### config.mk
export PLATFORM = sky130hd
export DESIGN_NAME = sum_every_n
export DESIGN_NICKNAME = d
export VERILOG_FILES = /design/src/rtl/sum_every_n_pkg.sv /design/src/rtl/sum_every_n_lane.sv /design/src/rtl/sum_every_n.sv
export SDC_FILE = /design/constraint.sdc
export NUM_CORES = 1
export LEC_CHECK = 0
export CORE_ASPECT_RATIO = 0.6
export CORE_MARGIN = 2
export CORE_UTILIZATION = 40
export DETAILED_ROUTE_END_ITERATION = 7
export DONT_BUFFER_PORTS = 1
export PLACE_DENSITY = 0.65
export SETUP_SLACK_MARGIN = 0.05
export SYNTH_ARGS = -nofsm -noshare
export SYNTH_HDL_FRONTEND = slang
export SYNTH_SLANG_ARGS = --single-unit
### constraint.sdc
create_clock -name clk -period 4.15 [get_ports clk]
set_input_delay 1.0375 -clock clk [delete_from_list [all_inputs] [get_ports clk]]
set_output_delay 1.0375 -clock clk [all_outputs]
set_load 0.02 [all_outputs]
### src/rtl/sum_every_n_pkg.sv
// Shared types and helpers for the sum_every_n grouping accumulator.
// Imported by the top level and by the per-lane accumulator.
package sum_every_n_pkg;

    typedef enum logic {
        MODE_SUM = 1'b0,
        MODE_MAX = 1'b1
    } mode_e;

    // A request of 0, or anything above the maximum, falls back to the maximum.
    function automatic int clamp_n(input int n_req, input int nmax);
        return ((n_req == 0) || (n_req > nmax)) ? nmax : n_req;
    endfunction

    // Wide enough that a full group of maximum-valued samples cannot overflow.
    function automatic int out_width(input int dw, input int nmax);
        return dw + $clog2(nmax);
    endfunction

endpackage

### src/rtl/sum_every_n_lane.sv
// One lane's accumulator: loads on the first beat of a group, then sums or
// keeps the unsigned maximum. acc_next already includes the current beat.
module sum_every_n_lane
    import sum_every_n_pkg::*;
#(
    parameter int DW = 8,
    parameter int OW = 10
) (
    input  logic          clk,
    input  logic          rst,
    input  logic          start,
    input  logic          beat,
    input  mode_e         mode,
    input  logic [DW-1:0] din,
    output logic [OW-1:0] acc_next
);

    logic [OW-1:0] acc_reg;
    logic [OW-1:0] din_ext;

    assign din_ext = OW'(din);

    always_comb begin
        acc_next = acc_reg;
        if (beat) begin
            if (start) begin
                acc_next = din_ext;
            end else if (mode == MODE_MAX) begin
                acc_next = (din_ext > acc_reg) ? din_ext : acc_reg;
            end else begin
                acc_next = acc_reg + din_ext;
            end
        end
    end

    always_ff @(posedge clk or negedge rst) begin
        if (!rst) begin
            acc_reg <= '0;
        end else begin
            acc_reg <= acc_next;
        end
    end

endmodule

### src/rtl/sum_every_n.sv
// Groups valid beats into runs of a runtime length across NCH lanes and emits
// one sum or maximum per lane at each group end; flush emits partial groups.
module sum_every_n
    import sum_every_n_pkg::*;
#(
    parameter int DW   = 8,
    parameter int NCH  = 1,
    parameter int NMAX = 3,
    parameter int CW   = $clog2(NMAX + 1),
    parameter int OW   = out_width(DW, NMAX)
) (
    input  logic              clk,
    input  logic              rst,
    input  logic [CW-1:0]     i_n,
    input  logic              i_mode,
    input  logic              i_flush,
    input  logic              i_dval,
    input  logic [NCH*DW-1:0] i,
    output logic              o_dval,
    output logic [NCH*OW-1:0] o,
    output logic [CW-1:0]     o_cnt,
    output logic              o_partial
);

    logic [CW-1:0]     cnt_reg, cnt_next;
    logic [CW-1:0]     n_lat_reg, n_lat_next;
    mode_e             mode_lat_reg, mode_lat_next;

    logic              o_dval_reg, o_dval_next;
    logic [NCH*OW-1:0] o_reg, o_next;
    logic [CW-1:0]     o_cnt_reg, o_cnt_next;
    logic              o_partial_reg, o_partial_next;

    logic              start;
    mode_e             beat_mode;
    logic [CW-1:0]     n_eff;
    logic [CW-1:0]     n_cur;
    logic [CW-1:0]     cnt_inc;
    logic              closing;
    logic              emit;
    logic [NCH*OW-1:0] acc_next_all;

    // The first beat of a group uses the live request; later beats use the latch.
    assign start     = (cnt_reg == '0);
    assign n_eff     = CW'(clamp_n(int'(i_n), NMAX));
    assign n_cur     = start ? n_eff : n_lat_reg;
    assign beat_mode = start ? mode_e'(i_mode) : mode_lat_reg;
    assign cnt_inc   = cnt_reg + CW'(1);
    assign closing   = i_dval && (cnt_inc == n_cur);
    assign emit      = closing || (i_flush && (i_dval || !start));

    generate
        for (genvar gi = 0; gi < NCH; gi++) begin : g_lane
            sum_every_n_lane #(
                .DW(DW),
                .OW(OW)
            ) u_lane (
                .clk     (clk),
                .rst     (rst),
                .start   (start),
                .beat    (i_dval),
                .mode    (beat_mode),
                .din     (i[gi*DW +: DW]),
                .acc_next(acc_next_all[gi*OW +: OW])
            );
        end
    endgenerate

    always_comb begin
        cnt_next      = cnt_reg;
        n_lat_next    = n_lat_reg;
        mode_lat_next = mode_lat_reg;
        if (i_dval) begin
            cnt_next = cnt_inc;
            if (start) begin
                n_lat_next    = n_eff;
                mode_lat_next = mode_e'(i_mode);
            end
        end
        if (emit) begin
            cnt_next = '0;
        end
    end

    // Result fields hold between pulses; only the valid strobe drops.
    always_comb begin
        o_dval_next    = emit;
        o_next         = o_reg;
        o_cnt_next     = o_cnt_reg;
        o_partial_next = o_partial_reg;
        if (emit) begin
            o_next         = acc_next_all;
            o_cnt_next     = i_dval ? cnt_inc : cnt_reg;
            o_partial_next = !closing;
        end
    end

    always_ff @(posedge clk or negedge rst) begin
        if (!rst) begin
            cnt_reg       <= '0;
            n_lat_reg     <= '0;
            mode_lat_reg  <= MODE_SUM;
            o_dval_reg    <= 1'b0;
            o_reg         <= '0;
            o_cnt_reg     <= '0;
            o_partial_reg <= 1'b0;
        end else begin
            cnt_reg       <= cnt_next;
            n_lat_reg     <= n_lat_next;
            mode_lat_reg  <= mode_lat_next;
            o_dval_reg    <= o_dval_next;
            o_reg         <= o_next;
            o_cnt_reg     <= o_cnt_next;
            o_partial_reg <= o_partial_next;
        end
    end

    assign o_dval    = o_dval_reg;
    assign o         = o_reg;
    assign o_cnt     = o_cnt_reg;
    assign o_partial = o_partial_reg;

endmodule

After elaboration in Yosys (flattened, before gate mapping)
Cells that the tools add are included.
{ "classes": {"n_reduce_logical": 8, "n_lt_le_gt_ge": 1, "eq_ne": 1, "muxes": 9, "n_addsub": 2} }
{ "ops": {"columns": ["operator", "count"], "rows": [
  ["two-way mux 10 bit", 4],
  ["adder 10 x 8 -> 10 bit", 1],
  ["greater-than comparator 8 x 10 -> 1 bit", 1],
  ["two-way mux 2 bit", 4],
  ["zero test 2 bit", 2],
  ["adder 2 x 1 -> 2 bit, second input constant", 1],
  ["== test 2 bit", 1],
  ["logical AND 1 bit", 2],
  ["zero test 1 bit", 2],
  ["logical OR 1 bit", 2],
  ["two-way mux 1 bit", 1]
]} }
{ "totals": {"regBits": 29} }

Longest topological paths before layout
{ "depth": {"ltp_word": 7, "depth_mapped": 10, "mapped_depth_nobuf": 8} }

Modules after synthesis
From an unflattened synthesis, not the netlist that was laid out.
{ "hier_totals": {"hier_cells": 219, "hier_area_um2": 2137.0} }
{ "by_module_without_submodules": {"columns": ["mod", "seq_area_each_um2", "area_each_um2", "cells_each", "instances"], "rows": [
  ["sum_every_n_lane", 250.2, 1221.2, 152, 1],
  ["sum_every_n", 475.5, 915.9, 67, 1]
]} }

Least setup slack after synthesis
Ideal clock, no wire load.
{ "synth_path": {"path_type": "input to register", "start": "in i[7]", "end": "reg o_reg[1] (netlist: o[1])", "cell_stages": 7, "slack_ns": 1.304, "t_arrival_ns": 2.721, "n_path_buf": 1, "cell_sequence": "ha_1 > buf_2 > a211oi_1 > o221ai_2 > and4_1 > a311o_1 > mux2_4"} }
{ "synth_via": {"elab_chain_len": 5} }
{ "synth_rtl": {"columns": ["item", "line", "source"], "rows": [
  ["start: declaration", "sum_every_n.sv:18", "input logic [NCH*DW-1:0] i,"],
  ["greater-than comparator 8 x 10 -> 1 bit", "sum_every_n_lane.sv:29", "acc_next = (din_ext > acc_reg) ? din_ext : acc_reg;"],
  ["two-way mux 10 bit", "sum_every_n_lane.sv:29", null],
  ["two-way mux 10 bit", "sum_every_n_lane.sv:28", "end else if (mode == MODE_MAX) begin"],
  ["two-way mux 10 bit", "sum_every_n_lane.sv:26", "if (start) begin"],
  ["two-way mux 10 bit", "sum_every_n_lane.sv:25", "if (beat) begin"],
  ["named net acc_next_all[1]", "sum_every_n.sv:41", "logic [NCH*OW-1:0] acc_next_all;"],
  ["end signal: assignment", "sum_every_n.sv:112", "o_reg <= o_next;"],
  ["end: declaration", "sum_every_n.sv:30", "logic [NCH*OW-1:0] o_reg, o_next;"]
]} }
The timed path passes the listed nets, and every way through them passes these cells.
A chain may end at the register's enable or synchronous reset.

Worst setup path in the final report
Ends and elaborated chain as after synthesis.

==> impl_metrics.toml <==
[outcome]
outcome = "completed"

[synth]
ys_async_sr_fraction = 1.00
synth.net_count = 298
synth-seq-area-share = 0.319
synthesis.area_um2 = 2270
synth.avg_cell_area_um2 = 8.58
ys.flop_type = "dfrtp_1"
syn_inst = 265
ys_ff_latch = 29
synth_edf_count = 0
yosysTopAreaCell = "dfrtp_1"
synthDistinctLibCells = 64
yosys.area.top_type_share = 0.319
yosys_warnings = 0
synth_area_leaders = "dfrtp_1, ha_1, nor2_1"

[timing]
hold_viol_final = 0
grt_setup_unrepaired = "no"
timing.slew.headroom = 0.666
maxSlewViolCount = 0
fin_crit_ns = 2.82
worst_pin_slew_ns = 0.501
fmax_ghz = 0.354
fin_skew_ns = 0.00913
tns_ns = 0
period_share = 0.681
setup_viol = 0

[routing]
vias = 1946
ant_nets = 0
route.detailed.drc = 0
drt_iter0_markers = 179
via_per_inst = 5.86
wirelength_um = 5870
wire_per_inst_um = 17.7
first_pass_iters = 4

[grt]
antenna_found_initial = 0
grt_pass1_wl_um = 9780
track_usage = 0.202
grt-ovfl-total = 0
grt_busiest_layer = "met1"
first_global_vias = 1833
use_met3 = 0.0738
use_met2 = 0.245
grt_max_degree = 30
groute.layer.met1.usage = 0.325

[setup_path]
worstPathArrival_ns = 2.99
slowest_stage = "ha_1"
setup.worst_path.start_class = "input pin"
cp.required_ns = 4.32
cp_top_family = "compound AO/OA/AOI/OAI gates"
path_cells = "ha_1 -> o21a_1 -> o21ai_1 -> nor2_1 -> nand2_1 -> a311o_1 -> mux2_4"
path_max_fanout = 10
crit_type = "input pin to flip-flop"
crit_buf_inv = 0
endpoint_kind = "flip-flop"
max_stage_delay_ns = 0.47

[cts]
htreeDepth = 2
clk_pin_slew_worst_paths_ns = 0.07
postCtsHoldBufs = 0
post_cts_buffers = 0
cts_buffer_depth = 2
cts_sinks = 29
cts_resized = 0
clockRootBuffer = "clkbuf_8"
worstSkewPairLatency_ns = 0.29
cts_made_buffers = 5
cts_tree = "done"

[job]
max-cap-violations = 0

[placement]
io_buffer_count = 0
dp_cells = 324
place.gp.congestion = 0.962
placed_area_um2 = 2310
dp_hpwl_um = 4400

[pwr]
p_clk_frac = 0.156
p_sw_uw = 965
sw_frac_of_total = 0.482
ir_drop_mv = 0.344
p_seq_frac = 0.307
p_leak_nw = 1.04
p_comb_frac = 0.537
p_int_mw = 1.04
power.density_nw_per_um2 = 824

[die]
std_cell_rows = 21
dieHeight_um = 62.4
die-area_um2 = 6320
die-width_um = 101
start_util = 0.412
core_um2 = 5520
ios = 29

[layout]
final_design_area_no_fill_um2 = 2430
final_core_util = 0.440
area_growth_pct = 6.88
final_cell_mix = "dfrtp_1, nor2_1, inv_1, nand2_1, ha_1"
fillers = 530
diodes = 0
layout_commonest_cell = "dfrtp_1"
drive_gt1_frac = 0.0837
final_cells = 332
final_nets = 295

[hold_path]
holdCritPathClass = "input pin to async pin"
[worst paths after layout]
| check | start | end | slack (ns) | depth (start not counted) |
|---|---|---|---|---|
| setup / recovery | i[7] | o[1] | 1.33 | 7 |
| hold / removal | rst | n_lat_reg[1] | 0.44 | 0 |
| setup reg to reg | cnt_reg[0] | o[0] | 1.45 | 8 |
| hold reg to reg | n_lat_reg[0] | n_lat_reg[0] | 0.49 | 2 |
| max in group asynchronous | rst | o_partial | 3.62 | 0 |
| min in group clk | n_lat_reg[0] | n_lat_reg[0] | 0.49 | 2 |
[worst register-to-register path, delay by kind of cell (launching register included)]
family          cells  cell delay [ns]
mux                 1             0.39
flops               1             0.41
simple gates        2             0.69
compound gates      2             0.60
buf+inv             2             0.28
fa+ha+maj           1             0.22
[layout make-up]
type	instances	area (um2)	share of cell area
multi-input cells	200	1400	0.575
flip-flops and latches	29	726	0.299
inverters	25	93.8	0.0386
well taps	69	86.3	0.0355
clock buffers	6	82.6	0.0340
clock inverters	2	37.5	0.0154
repair buffers	1	7.51	0.00309
[Yosys cell counts (all sizes together), types with 3 or more instances]
library cell / count
o21ai: 20
nand2b: 9
nor3: 7
a31oi: 3
mux2: 6
nand3: 3
nor4: 5
nor2: 27
nor2b: 7
buf: 8
mux2i: 5
a211oi: 4
ha: 17
inv: 25
clkbuf: 3
a21oi: 16
nand2: 20
o211ai: 6
dfrtp: 29
[per-stage QoR]
step | setup WS, ns | power, mW | hold WS, ns
2_1_floorplan | 1.30 | 1.45 | 0.451
3_3_place_gp | 1.07 | 1.67 | 0.469
3_5_place_dp | 1.07 | 1.68 | 0.477
4_1_cts | 1.37 | 2.00 | 0.428
5_1_grt | 1.22 | 2.18 | 0.421
6_report | 1.33 | 2.00 | 0.441
[routing by layer]
layer | vias to the layer above | part of all wire | wire, um
li1 | 956 | - | -
met1 | 922 | 0.52 | 3040
met2 | 60 | 0.38 | 2240
met3 | 8 | 0.089 | 525
met4 | 0 | 0.012 | 68
met5 | - | 0 | 0
[cell families (layout without fill, tap and decap cells)]
kind of cell               Yosys count  after routing  share of synthesized area
buffers and inverters               36             34                     0.0666
and+or+nand+nor                     92             92                      0.208
DFF                                 29             29                      0.319
xor gates and xnor gates             2              2                    0.00771
adders and majority gates           18             18                      0.102
muxes                               11             11                     0.0534
AOI/OAI and AO/OA                   77             77                      0.243
[power by group through the flow]
stage / combinational [mW] / sequential [mW] / clock (mW)
6_report: 1.08 / 0.614 / 0.313
3_3_place_gp: 1.05 / 0.623 / 0
2_1_floorplan: 0.867 / 0.579 / 0
3_5_place_dp: 1.06 / 0.619 / 0
4_1_cts: 1.06 / 0.616 / 0.321
5_1_grt: 1.20 / 0.634 / 0.338
No activity file was read; power rests on OpenSTA's default activity.
